## src/rtl/seq_divider_6bit_pkg.sv

```systemverilog
// rtl/seq_divider_6bit_pkg.sv - shared constants for the sequential restoring divider
package seq_divider_6bit_pkg;

    localparam int DATA_WIDTH_DEF = 6;
    localparam int CNT_WIDTH_DEF  = 3;

    localparam logic [1:0] ST_IDLE = 2'd0;
    localparam logic [1:0] ST_CALC = 2'd1;
    localparam logic [1:0] ST_DONE = 2'd2;

endpackage

```

## src/rtl/cla_subtractor_7bit.sv

```systemverilog
// rtl/cla_subtractor_7bit.sv - carry-lookahead subtractor computing a - b as a + ~b + 1
// a, b   : operands
// diff   : a - b modulo 2^WIDTH
// borrow : 1 when a < b (inverse of the adder carry out)
module cla_subtractor_7bit #(
    parameter int WIDTH = 7
) (
    input  logic [WIDTH-1:0] a,
    input  logic [WIDTH-1:0] b,
    output logic [WIDTH-1:0] diff,
    output logic             borrow
);

    logic [WIDTH-1:0] b_n;
    logic [WIDTH-1:0] p;
    logic [WIDTH-1:0] g;
    logic [WIDTH:0]   c;

    always_comb begin
        b_n  = ~b;
        p    = a ^ b_n;
        g    = a & b_n;
        c    = '0;
        // Carry-in of 1 completes the two's complement of b.
        c[0] = 1'b1;
        for (int i = 0; i < WIDTH; i++) begin
            c[i+1] = g[i] | (p[i] & c[i]);
        end
        diff   = p ^ c[WIDTH-1:0];
        borrow = ~c[WIDTH];
    end

endmodule

```

## src/rtl/seq_divider_6bit.sv

```systemverilog
// rtl/seq_divider_6bit.sv - multi-cycle unsigned restoring divider, one quotient bit per clock
// clk, rst           : clock, asynchronous active-high reset
// start              : request, accepted only while ready
// dividend, divisor  : operands, sampled on an accepted start
// ready              : high in IDLE only
// done               : one-cycle pulse, results valid
// quotient, remainder: results, held until the next done
// div_by_zero        : set with done when divisor was zero
module seq_divider_6bit
    import seq_divider_6bit_pkg::*;
#(
    parameter int DATA_WIDTH = DATA_WIDTH_DEF,
    parameter int CNT_WIDTH  = CNT_WIDTH_DEF
) (
    input  logic                  clk,
    input  logic                  rst,
    input  logic                  start,
    input  logic [DATA_WIDTH-1:0] dividend,
    input  logic [DATA_WIDTH-1:0] divisor,
    output logic                  ready,
    output logic                  done,
    output logic [DATA_WIDTH-1:0] quotient,
    output logic [DATA_WIDTH-1:0] remainder,
    output logic                  div_by_zero
);

    localparam logic [CNT_WIDTH-1:0] LAST_CNT = CNT_WIDTH'(DATA_WIDTH - 1);

    logic [1:0]            state_q, state_d;
    logic [CNT_WIDTH-1:0]  cnt_q, cnt_d;
    logic [DATA_WIDTH-1:0] wq_q, wq_d;
    logic [DATA_WIDTH:0]   wr_q, wr_d;
    logic [DATA_WIDTH-1:0] dvs_q, dvs_d;
    logic [DATA_WIDTH-1:0] quot_q, quot_d;
    logic [DATA_WIDTH-1:0] rem_q, rem_d;
    logic                  dbz_q, dbz_d;

    logic [DATA_WIDTH:0]   r_shift;
    logic [DATA_WIDTH:0]   trial;
    logic                  trial_borrow;

    // Left shift of {R,Q}: the dividend MSB moves into the partial remainder.
    assign r_shift = {wr_q[DATA_WIDTH-1:0], wq_q[DATA_WIDTH-1]};

    cla_subtractor_7bit #(
        .WIDTH (DATA_WIDTH + 1)
    ) u_sub (
        .a      (r_shift),
        .b      ({1'b0, dvs_q}),
        .diff   (trial),
        .borrow (trial_borrow)
    );

    always_comb begin
        state_d = state_q;
        cnt_d   = cnt_q;
        wq_d    = wq_q;
        wr_d    = wr_q;
        dvs_d   = dvs_q;
        quot_d  = quot_q;
        rem_d   = rem_q;
        dbz_d   = dbz_q;

        case (state_q)
            ST_IDLE: begin
                if (start) begin
                    wq_d  = dividend;
                    wr_d  = '0;
                    cnt_d = '0;
                    dvs_d = divisor;
                    dbz_d = 1'b0;
                    if (divisor == '0) begin
                        quot_d  = '1;
                        rem_d   = dividend;
                        dbz_d   = 1'b1;
                        state_d = ST_DONE;
                    end else begin
                        state_d = ST_CALC;
                    end
                end
            end
            ST_CALC: begin
                // Restore on borrow: keep the shifted remainder and shift in a 0.
                wr_d  = trial_borrow ? r_shift : trial;
                wq_d  = {wq_q[DATA_WIDTH-2:0], ~trial_borrow};
                cnt_d = cnt_q + 1'b1;
                if (cnt_q == LAST_CNT) begin
                    // Results become visible only together with done.
                    quot_d  = wq_d;
                    rem_d   = wr_d[DATA_WIDTH-1:0];
                    state_d = ST_DONE;
                end
            end
            ST_DONE: begin
                state_d = ST_IDLE;
            end
            default: begin
                state_d = ST_IDLE;
            end
        endcase
    end

    always_ff @(posedge clk or posedge rst) begin
        if (rst) begin
            state_q <= ST_IDLE;
            cnt_q   <= '0;
            wq_q    <= '0;
            wr_q    <= '0;
            dvs_q   <= '0;
            quot_q  <= '0;
            rem_q   <= '0;
            dbz_q   <= 1'b0;
        end else begin
            state_q <= state_d;
            cnt_q   <= cnt_d;
            wq_q    <= wq_d;
            wr_q    <= wr_d;
            dvs_q   <= dvs_d;
            quot_q  <= quot_d;
            rem_q   <= rem_d;
            dbz_q   <= dbz_d;
        end
    end

    assign ready       = (state_q == ST_IDLE);
    assign done        = (state_q == ST_DONE);
    assign quotient    = quot_q;
    assign remainder   = rem_q;
    assign div_by_zero = dbz_q;

endmodule

```

## config.mk

```make
export PLATFORM = sky130hd
export DESIGN_NAME = seq_divider_6bit
export DESIGN_NICKNAME = d
export VERILOG_FILES = /design/src/rtl/seq_divider_6bit_pkg.sv /design/src/rtl/cla_subtractor_7bit.sv /design/src/rtl/seq_divider_6bit.sv
export SDC_FILE = /design/constraint.sdc
export NUM_CORES = 1
export LEC_CHECK = 0
export BUFFER_PORTS_ARGS = -buffer_cell sky130_fd_sc_hd__buf_2
export CAP_MARGIN = 20
export CORE_ASPECT_RATIO = 1.4
export CORE_MARGIN = 4
export CORE_UTILIZATION = 58
export CTS_CLUSTER_SIZE = 30
export DETAILED_ROUTE_END_ITERATION = 12
export PLACE_DENSITY = 0.82
export SKIP_LAST_GASP = 1
export SLEW_MARGIN = 0
export SYNTH_ARGS = -nofsm -noshare
export SYNTH_HDL_FRONTEND = slang
export SYNTH_SLANG_ARGS = --single-unit
```

## constraint.sdc

```tcl
create_clock -name clk -period 7.3 [get_ports clk]
set_input_delay 1.46 -clock clk [delete_from_list [all_inputs] [get_ports clk]]
set_output_delay 1.46 -clock clk [all_outputs]
set_load 0.01 [all_outputs]
```

Word-level counts from Yosys, hierarchy flattened --
Cells that the tools add are included.
Storage, ports and cells: flip-flop bits (word level) 36, input bits 15, output and inout bits 15
Operators by class: $add $sub $neg 1, eq/ne operators 6, multiplexer cells 20, bitwise gates (word level) 17, reduce and logical (&&, ||, !) cells 7
Operators with widths (number):
- $mux 6 | 9
- $pmux 6 s2 | 4
- $and 7x7->7 | 1
- $not 6->7 | 1
- $or 1x1->1 | 7
- $xor 7x7->7 | 1
- $and 1x1->1 | 6
- $logic_not 6->1 | 1
- $mux 2 | 3
- $pmux 3 s2 | 1
- $reduce_and 2->1 | 3
- $xor 6x6->6 | 1
- $ne 2x2->1 const B | 2
- $pmux 2 s2 | 1
- $reduce_and 4->1 | 1
- $add 3x1->3 const B | 1
- $eq 3x3->1 const B | 1
- $mux 3 | 1
- $eq 2x1->1 const B | 1
- $eq 2x2->1 const B | 1
- $logic_not 2->1 | 1
- $ne 2x1->1 const B | 1
- $reduce_bool 2->1 | 1
- $mux 1 | 1

Depth between registers and ports, before layout --
Gate-level depths: netlist of the first run.
word-level depth 18, depth in mapped cells 12, mapped depth without buffers 11

By module --
A second synthesis of the first run with hierarchy kept.
Unflattened totals: cells, all modules 172, area total of the unflattened synthesis 1851.8 um^2
By module, submodules not included:
- seq_divider_6bit | instances 1, cells an instance 151, area each 1666.6 um^2, sequential area each 900.9 um^2
- cla_subtractor_7bit | instances 1, cells an instance 21, area each 185.2 um^2, sequential area each 0.0 um^2

Least setup slack after synthesis of the first run --
OpenSTA, ideal clock, no wires.
kind register to register, start point register dvs_q[0], end point register rem_q[5], in the netlist remainder[5], data arrival time 2.936 ns, setup slack 4.269 ns, stages on the path, launching flop included 12, path buffers 1, clock period less this slack 3.031 ns, cell sequence dfrtp_1 ha_1 fa_1 fa_1 fa_1 fa_1 inv_1 fa_1 or2_2 clkbuf_1 a211oi_1 o31ai_1
On the way: longest elaborated chain between the ends 18, elaborated cells between the ends (all ways) 20, classes of those cells 3 x mux; 17 x bitwise
Ends and longest elaborated chain:
- start, declared | line seq_divider_6bit.sv:33 | logic [DATA_WIDTH-1:0] dvs_q, dvs_d;
- start signal, assigned | line seq_divider_6bit.sv:118 | dvs_q <= dvs_d;
- $not 6->7 * | line cla_subtractor_7bit.sv:20 | b_n = ~b;
- $and 7x7->7 / $xor 7x7->7 (equally long branches) | line cla_subtractor_7bit.sv:22, cla_subtractor_7bit.sv:21
- $or 1x1->1 * | line cla_subtractor_7bit.sv:27 | c[i+1] = g[i] | (p[i] & c[i]);
- $and 1x1->1 * | line cla_subtractor_7bit.sv:27
- $or 1x1->1 * | line cla_subtractor_7bit.sv:27
- $and 1x1->1 * | line cla_subtractor_7bit.sv:27
- $or 1x1->1 * | line cla_subtractor_7bit.sv:27
- $and 1x1->1 * | line cla_subtractor_7bit.sv:27
- [... 2 more ...]
- $or 1x1->1 * | line cla_subtractor_7bit.sv:27
- $and 1x1->1 | line cla_subtractor_7bit.sv:27
- $or 1x1->1 | line cla_subtractor_7bit.sv:27
- $and 1x1->1 | line cla_subtractor_7bit.sv:27
- $or 1x1->1 | line cla_subtractor_7bit.sv:27
- $mux 6 * | line seq_divider_6bit.sv:84 | wr_d = trial_borrow ? r_shift : trial;
- $mux 6 * | line seq_divider_6bit.sv:87 | if (cnt_q == LAST_CNT) begin
- $pmux 6 s2 * | line seq_divider_6bit.sv:64 | case (state_q)
- end signal, assigned | line seq_divider_6bit.sv:120 | rem_q <= rem_d;
- end, declared | line seq_divider_6bit.sv:35 | logic [DATA_WIDTH-1:0] rem_q, rem_d;
Every way passes the cells marked *; elsewhere a longest branch is shown, timed or not. The select of a mux whose other input is x is not followed. A chain may end at the register's enable or synchronous reset.

Worst setup path in the final report of the first run --
start point register wq_q[5], end point register rem_q[0], in the netlist remainder[0]
On the way: longest elaborated chain between the ends 17, elaborated cells between the ends (all ways) 19, classes of those cells 3 x mux; 16 x bitwise
Ends and longest elaborated chain:
- start, declared | line seq_divider_6bit.sv:31 | logic [DATA_WIDTH-1:0] wq_q, wq_d;
- start signal, assigned | line seq_divider_6bit.sv:116 | wq_q <= wq_d;
- $and 7x7->7 / $xor 7x7->7 (equally long branches) | line cla_subtractor_7bit.sv:22, cla_subtractor_7bit.sv:21
- $or 1x1->1 | line cla_subtractor_7bit.sv:27
- $and 1x1->1 | line cla_subtractor_7bit.sv:27
- $or 1x1->1 | line cla_subtractor_7bit.sv:27
- $and 1x1->1 | line cla_subtractor_7bit.sv:27
- $or 1x1->1 | line cla_subtractor_7bit.sv:27
- $and 1x1->1 | line cla_subtractor_7bit.sv:27
- $or 1x1->1 | line cla_subtractor_7bit.sv:27
- $and 1x1->1 | line cla_subtractor_7bit.sv:27
- $or 1x1->1 | line cla_subtractor_7bit.sv:27
- $and 1x1->1 | line cla_subtractor_7bit.sv:27
- $or 1x1->1 | line cla_subtractor_7bit.sv:27
- $and 1x1->1 | line cla_subtractor_7bit.sv:27
- $or 1x1->1 | line cla_subtractor_7bit.sv:27
- $mux 6 * | line seq_divider_6bit.sv:84
- $mux 6 * | line seq_divider_6bit.sv:87
- $pmux 6 s2 * | line seq_divider_6bit.sv:64
Marked as above.

==> impl_summary.log, run 1 <==
INFO  metric min_period_over_period = 44.96%
INFO  metric commonest_non_fill_non_tap_cells_in_the_layout = dfrtp_1 (36), nand2_1 (35), buf_2 (29), nor2_1 (12)
INFO  metric p_clk_share = 17.1%
INFO  metric clkSinkCount = 36
INFO  metric critPathMaxFanout = 9
INFO  metric timing.final.crit_period = 3.282 ns
INFO  metric final.hold.worst_slack = 0.4893 ns
INFO  metric clk_transition_reported_paths = 0.08 ns
INFO  metric clock-skew-final = 0.01058 ns
INFO  metric netlist_area = 0.001864 mm^2
INFO  metric netlist_instances = 187
INFO  metric nNetsFinal = 236
INFO  metric clkLatencyLatePin = 0.30 ns
INFO  metric drt.antenna.violating_nets = 0
INFO  metric global_route_wire_length_before_repair = 7279 um
INFO  metric power.share.combinational = 46.7%
INFO  metric die_area = 0.004198 mm^2
INFO  metric cts.htree.levels = 2
INFO  metric cts_hold_buf = 0
INFO  metric path_class = flop to flop
INFO  metric p_sw_share = 42.19%
INFO  metric worstPathCellList = inv_1 -> ha_1 -> fa_1 -> fa_1 -> fa_1 -> fa_1 -> inv_1 -> fa_1 -> or2_2 -> o211ai_1 -> a31oi_1
INFO  metric route.final.wire_length = 4338 um
INFO  metric finalSetupViolCount = 0
INFO  metric hpwl = 3054 um
INFO  metric height_of_the_chip = 75.08 um
INFO  metric grt_antenna_before_repair = 0
INFO  metric highest_clock_rate = 304.7 MHz
INFO  metric die_w = 55.92 um
INFO  metric grt_pass1_vias = 1574
INFO  metric cpPeakStageDelay = 0.40 ns
INFO  metric antenna-diode-count = 0
INFO  metric total_switching_power = 432.5 uW
INFO  metric maxSlewViolCount = 0
INFO  metric maximum_number_of_pins_on_one_net_before_global_route_repair = 37
INFO  metric cts_made_buffers = 5
INFO  metric arrival_time_reported_for_the_critical_path_endpoint = 3.50 ns
INFO  metric cap_viol_max_count = 0
INFO  metric start_util = 60.28%
INFO  metric flow.area_growth_from_synthesis = 13.56%
INFO  metric unrepaired_setup_endpoints_after_global_routing = false
INFO  metric floorplan.core_area = 0.003093 mm^2
INFO  metric post_synth.cell_area_avg = 9.969 um^2
INFO  metric gp_congestion = 0.8383
INFO  metric postCtsSetupRepairBufs = 0
INFO  metric layout.cells.most_common = dfrtp_1
INFO  metric wl_per_cell = 17.15 um
INFO  metric synth.net_count = 210
INFO  metric crit_path_frequent_cell = fa_1
INFO  metric report.final.hold_viol_count = 0
INFO  metric post_cts_resize_count = 0
INFO  metric gr-total-overflow = 0
INFO  metric p_total = 1.025 mW
INFO  metric distinct_cell_type_count_after_synthesis = 38
INFO  metric port_buffers = 29
INFO  metric postLayoutCellArea = 0.002117 mm^2
INFO  metric clock_tree.buffer_depth = 2
INFO  metric via_per_inst = 6.079
INFO  metric layout-drive-gt1-share = 23.36%
INFO  metric totalNegativeSetupSlack = 0 ns
INFO  metric total_grt_usage = 22.81%
INFO  metric static-leakage-power = 0.9691 nW
INFO  metric p_per_area = 484.2 mW/mm^2
INFO  metric slew-limit-headroom = 42.21%
INFO  metric endpoint_kind = flop
INFO  metric ys_ff_latch = 36
INFO  metric cell_internal_pwr = 592.6 uW
INFO  metric tightest_slew = 0.8650 ns
INFO  metric synth.yosys.seq_area_share = 48.32%
INFO  metric drc = 0
INFO  metric ioPinCount = 30
INFO  metric detailroute.via_count = 1538
INFO  metric run_status = finished clean
INFO  metric peakVddDrop = 280.6 uV
INFO  metric seq_pwr_share = 36.2%
INFO  metric hp-class = flop to flop
INFO  metric cp_data_required_time = 7.52 ns
INFO  metric first_iter_violations = 67
INFO  metric critical_path_slowest_stage_cell = dfrtp_1
INFO  metric cts_root_buf = clkbuf_8
INFO  metric tritoncts = done
INFO  metric worst_setup_path_start_kind = flop
INFO  metric placement.cell_area = 0.002006 mm^2
INFO  metric core.rowCount = 24
INFO  metric drt-pass1-iter-count = 5
INFO  metric synth-warning-count = 0
## synth_stat cells, drive strengths merged
master   n  area share, %
fa       5            5.4
or3      2           0.67
a31oi   10            4.2
nand4b   1           0.47
or2      3            1.0
mux2i    1           0.54
or2b     1           0.40
buf      8            2.8
nand2   35            7.0
nor3b    2            1.1
xor2     1           0.47
clkbuf   4           0.81
inv     11            2.2
and4b    1           0.54
or4      2            1.0
a21oi    4            1.1
o311ai   3            1.4
nor2b    3            1.0
dfrtp   36             48
o31ai    6            2.4
o211ai   3            1.2
o21ai   10            2.7
o22a     5            2.3
nand3    4            1.1
or3b     1           0.60
nor4     1            1.1
ha       3            2.0
nand3b   1           0.40
a311oi   3            1.4
nor2    12            2.4
a211oi   1           0.40
a31o     2           0.94
nor3     2           0.54
## worst max-delay path, delay by kind of cell (launching register included)
kind	cells	cell delay, ns
AOI/OAI and AO/OA	2	0.35
adders and majority gates	6	2.06
DFF	1	0.40
buffers and inverters	2	0.15
and+or+nand+nor	1	0.24
## routing by layer
layer,part of all wire [%],track usage [%]
met1,42,26.74
met2,50,38.29
met3,6.2,6.518
met4,2.2,12.66
met5,0,0
## state kept, by name, indices dropped and copies added (netlist names)
register     cells
wq_q             6
div_by_zero      1
quotient         6
dvs_q            6
cnt_q            3
wr_q             6
remainder        6
state_q          2
## worst paths after layout
kind / startpoint / end / slack [ns] / depth (start not counted)
min in group asynchronous: rst / wq_q[5] / 1.25 / 3
max: wq_q[5] / remainder[0] / 4.02 / 11
min reg2reg: div_by_zero / div_by_zero / 0.49 / 2
min: div_by_zero / div_by_zero / 0.49 / 2
max in group asynchronous: rst / dvs_q[0] / 5.72 / 3
max reg2reg: wq_q[5] / remainder[0] / 4.02 / 11
## power groups by stage
stage	clock, mW	combinational, mW	sequential (mW)
after detailed placement	0	0.475	0.373
after global placement	0	0.452	0.365
after floorplan	0	0.360	0.360
after CTS	0.178	0.479	0.370
final	0.175	0.479	0.372
after global routing	0.189	0.540	0.383
## logic make-up (layout without fill, tap and decap cells)
| logic type | after synthesis | count (layout) | share of synthesized area, % |
|---|---|---|---|
| simple gates | 71 | 71 | 19.40 |
| compound gates | 47 | 47 | 18.05 |
| flops | 36 | 36 | 48.32 |
| buf+inv | 23 | 50 | 5.839 |
| fa+ha+maj | 8 | 8 | 7.383 |
| xor+xnor | 1 | 1 | 0.4699 |
| mux | 1 | 1 | 0.5369 |
## through the flow
step	setup WS [ns]	cells	utilization, %
after floorplan	4.269	187	-
after detailed placement	4.126	245	64.85
after global placement	4.251	245	64.85
after CTS	4.064	253	68.45
final	4.018	253	68.45
after global routing	3.909	253	68.45
## final cells by class
cell class,instances,area [um^2]
clock buffer,5,68.82
clock inverter,3,42.54
fill,240,975.9
inverter,11,41.29
multi-input combinational,128,854.6
sequential,36,900.9
tap,39,48.80
timing repair buffer,31,160.2
Power figures use the tool's default switching activity.
==> run 2, diff against run 1 <==
--- a/config.mk
+++ b/config.mk
@@ -9,10 +9,10 @@
 export CAP_MARGIN = 20
 export CORE_ASPECT_RATIO = 1.4
 export CORE_MARGIN = 4
-export CORE_UTILIZATION = 58
+export CORE_UTILIZATION = 50
 export CTS_CLUSTER_SIZE = 30
 export DETAILED_ROUTE_END_ITERATION = 12
-export PLACE_DENSITY = 0.82
+export PLACE_DENSITY = 0.75
 export SKIP_LAST_GASP = 1
 export SLEW_MARGIN = 0
 export SYNTH_ARGS = -nofsm -noshare
==> constraint.sdc (replaced) <==
create_clock -name clk -period 2.84 [get_ports clk]
set_input_delay 0.568 -clock clk [delete_from_list [all_inputs] [get_ports clk]]
set_output_delay 0.568 -clock clk [all_outputs]
set_load 0.01 [all_outputs]
==> run 2 against run 1 <==
  * The flow now finishes with violations (negative setup slack)
  * Total power grew to 2.9 times the previous value
  * Count of clock-buffer cells in the layout increased by 2
  * Sequential share of layout area shrank 2.3 points
  * Clock skew is 0.0062 ns lower
  * Sequential cell count unchanged
  * Critical path depth increased by 1
  * Die area grew 14%
  * Wire length is 2.1% higher
  * Non-clock buffer count up 7
  * Global-route usage shrank 1.6 points
  * Largest power group unchanged
==> impl_summary.log, run 2 (same netlist as run 1, synthesis figures left out) <==
INFO  metric first_iter_violations = 48
INFO  metric die_w = 59.61 um
INFO  metric postLayoutSetupSlackWorst = -0.06248 ns
INFO  metric clkLatencyLatePin = 0.29 ns
INFO  metric detailroute.via_count = 1535
INFO  metric cts_made_buffers = 5
INFO  metric via_per_inst = 5.837
INFO  metric finalSetupViolCount = 12
INFO  metric unrepaired_setup_endpoints_after_global_routing = true
INFO  metric hpwl = 3175 um
INFO  metric critPathMaxFanout = 4
INFO  metric die_area = 0.004783 mm^2
INFO  metric cap_viol_max_count = 0
INFO  metric violations_in_the_final_reports = negative setup slack
INFO  metric flow.area_growth_from_synthesis = 20.00%
INFO  metric slew-limit-headroom = 34.01%
INFO  metric drc = 0
INFO  metric port_buffers = 29
INFO  metric highest_clock_rate = 344.5 MHz
INFO  metric ioPinCount = 30
INFO  metric final.fill_count = 311
INFO  metric worst_setup_path_start_kind = flop
INFO  metric static-leakage-power = 1.013 nW
INFO  metric critical_path.reg2reg.endpoint = remainder[1]
INFO  metric cp_data_required_time = 3.00 ns
INFO  metric maxSlewViolCount = 0
INFO  metric layout.cells.most_common = dfrtp_1
INFO  metric grt_antenna_before_repair = 0
INFO  metric tritoncts = done
INFO  metric clk_transition_reported_paths = 0.07 ns
INFO  metric peakVddDrop = 688.3 uV
INFO  metric postLayoutCellArea = 0.002237 mm^2
INFO  metric run_status = finished with violations
INFO  metric start_util = 51.63%
INFO  metric reg2reg_slack = -0.06 ns
INFO  metric r2r_cells = 12
INFO  metric worstReg2RegStart = wq_q[5]
INFO  metric seq_area = 900.9 um^2
INFO  metric drt.antenna.violating_nets = 0
INFO  metric nNetsFinal = 243
INFO  metric arrival_time_reported_for_the_critical_path_endpoint = 3.06 ns
INFO  metric gr-total-overflow = 0
INFO  metric maximum_number_of_pins_on_one_net_before_global_route_repair = 27
INFO  metric p_per_area = 1313 mW/mm^2
INFO  metric setup.worst_path.start = wq_q[5]
INFO  metric floorplan.core_area = 0.003611 mm^2
INFO  metric clkSinkCount = 36
INFO  metric layout-drive-gt1-share = 31.22%
INFO  metric multi_input_comb_area = 895.9 um^2
INFO  metric grt_pass1_vias = 1603
INFO  metric utilization = 61.95%
INFO  metric antenna-diode-count = 0
INFO  metric endpoint_kind = flop
INFO  metric path_class = flop to flop
INFO  metric report.final.hold_viol_count = 0
INFO  metric timing.final.crit_period = 2.902 ns
INFO  metric core.rowCount = 26
INFO  metric commonest_non_fill_non_tap_cells_in_the_layout = dfrtp_1 (36), nand2_1 (35), buf_2 (29), nor2_1 (12)
INFO  metric drt-pass1-iter-count = 4
INFO  metric hp-class = primary input to async pin
INFO  metric cts_root_buf = clkbuf_8
INFO  metric min_period_over_period = 102.2%
INFO  metric cts.htree.levels = 2
INFO  metric total_grt_usage = 21.20%
INFO  metric gp_congestion = 0.8875
INFO  metric placement.cell_area = 0.002047 mm^2
INFO  metric global_route_wire_length_before_repair = 7534 um
INFO  metric height_of_the_chip = 80.25 um
INFO  metric clock-skew-final = 0.004428 ns
INFO  metric cts_hold_buf = 0
INFO  metric wl_per_cell = 16.84 um
INFO  metric tightest_slew = 0.9879 ns
INFO  metric route.final.wire_length = 4430 um
INFO  metric clock_tree.buffer_depth = 2
==> run 2: worst max-delay path by stage <==
stage / endpoint / slack (ns) / cells past startpoint
floorplan: remainder[5] / 0.009 / 11
global placement: remainder[4] / -0.06 / 10
detailed placement: remainder[4] / -0.13 / 10
CTS: remainder[5] / -0.03 / 9
global route: remainder[3] / -0.16 / 12
finish: remainder[1] / -0.06 / 12
==> run 2: cell type report <==
| type | count | share of cell area, % |
|---|---|---|
| flip-flops and latches | 36 | 40.27 |
| clock buffers | 7 | 4.306 |
| clock inverters | 1 | 1.342 |
| repair buffers | 38 | 9.843 |
| multi-input cells | 128 | 40.04 |
| inverters | 11 | 1.846 |
| well taps | 42 | 2.349 |
==> run 2: repair_timing <==
action                     4_1_cts  5_1_grt
setup endpoints to repair       14       12
gates resized for setup         10        3
buffers inserted                 3        1
pin swaps                        4        7
==> run 2: routing by layer <==
| metal | share of wire [%] | routed length (um) | vias up | track usage, % |
|---|---|---|---|---|
| met3 | 6.0 | 267 | 13 | 5.466 |
| met5 | 0 | 0 | - | 0 |
| met2 | 50 | 2222 | 51 | 35.34 |
| met1 | 41 | 1812 | 748 | 24.87 |
| li1 | - | - | 723 | - |
| met4 | 2.9 | 127 | 0 | 9.978 |
==> run 2: through the flow <==
step                      hold WS (ns)  setup slack [ns]  cells  setup TNS [ns]  total power, mW
final                           0.2456          -0.06248    263         -0.4168            2.937
after global routing            0.2833           -0.1577    263          -1.501            3.162
after CTS                       0.2593          -0.03131    262        -0.04189            2.873
after detailed placement        0.4684           -0.1264    251         -0.7783            2.264
after global placement          0.4653          -0.06422    251         -0.2913            2.232
after floorplan                 0.4523          0.008693    187               0            1.915
==> run 2: worst max-delay path, cell delays in order (launching register included) <==
cell     delay, ns
dfrtp_1       0.37
inv_1         0.05
ha_2          0.17
fa_2          0.34
fa_2          0.35
fa_2          0.34
fa_2          0.34
inv_2         0.06
fa_2          0.25
buf_6         0.12
o21ai_1       0.12
a21oi_1       0.18
o31ai_1       0.09
==> run 2: power by group <==
part	total (mW)	switching (mW)	leakage, nW	internal (mW)
Sequential	0.959	0.200	0.422	0.758
Combinational	1.49	0.813	0.526	0.676
Clock	0.490	0.181	0.0645	0.310
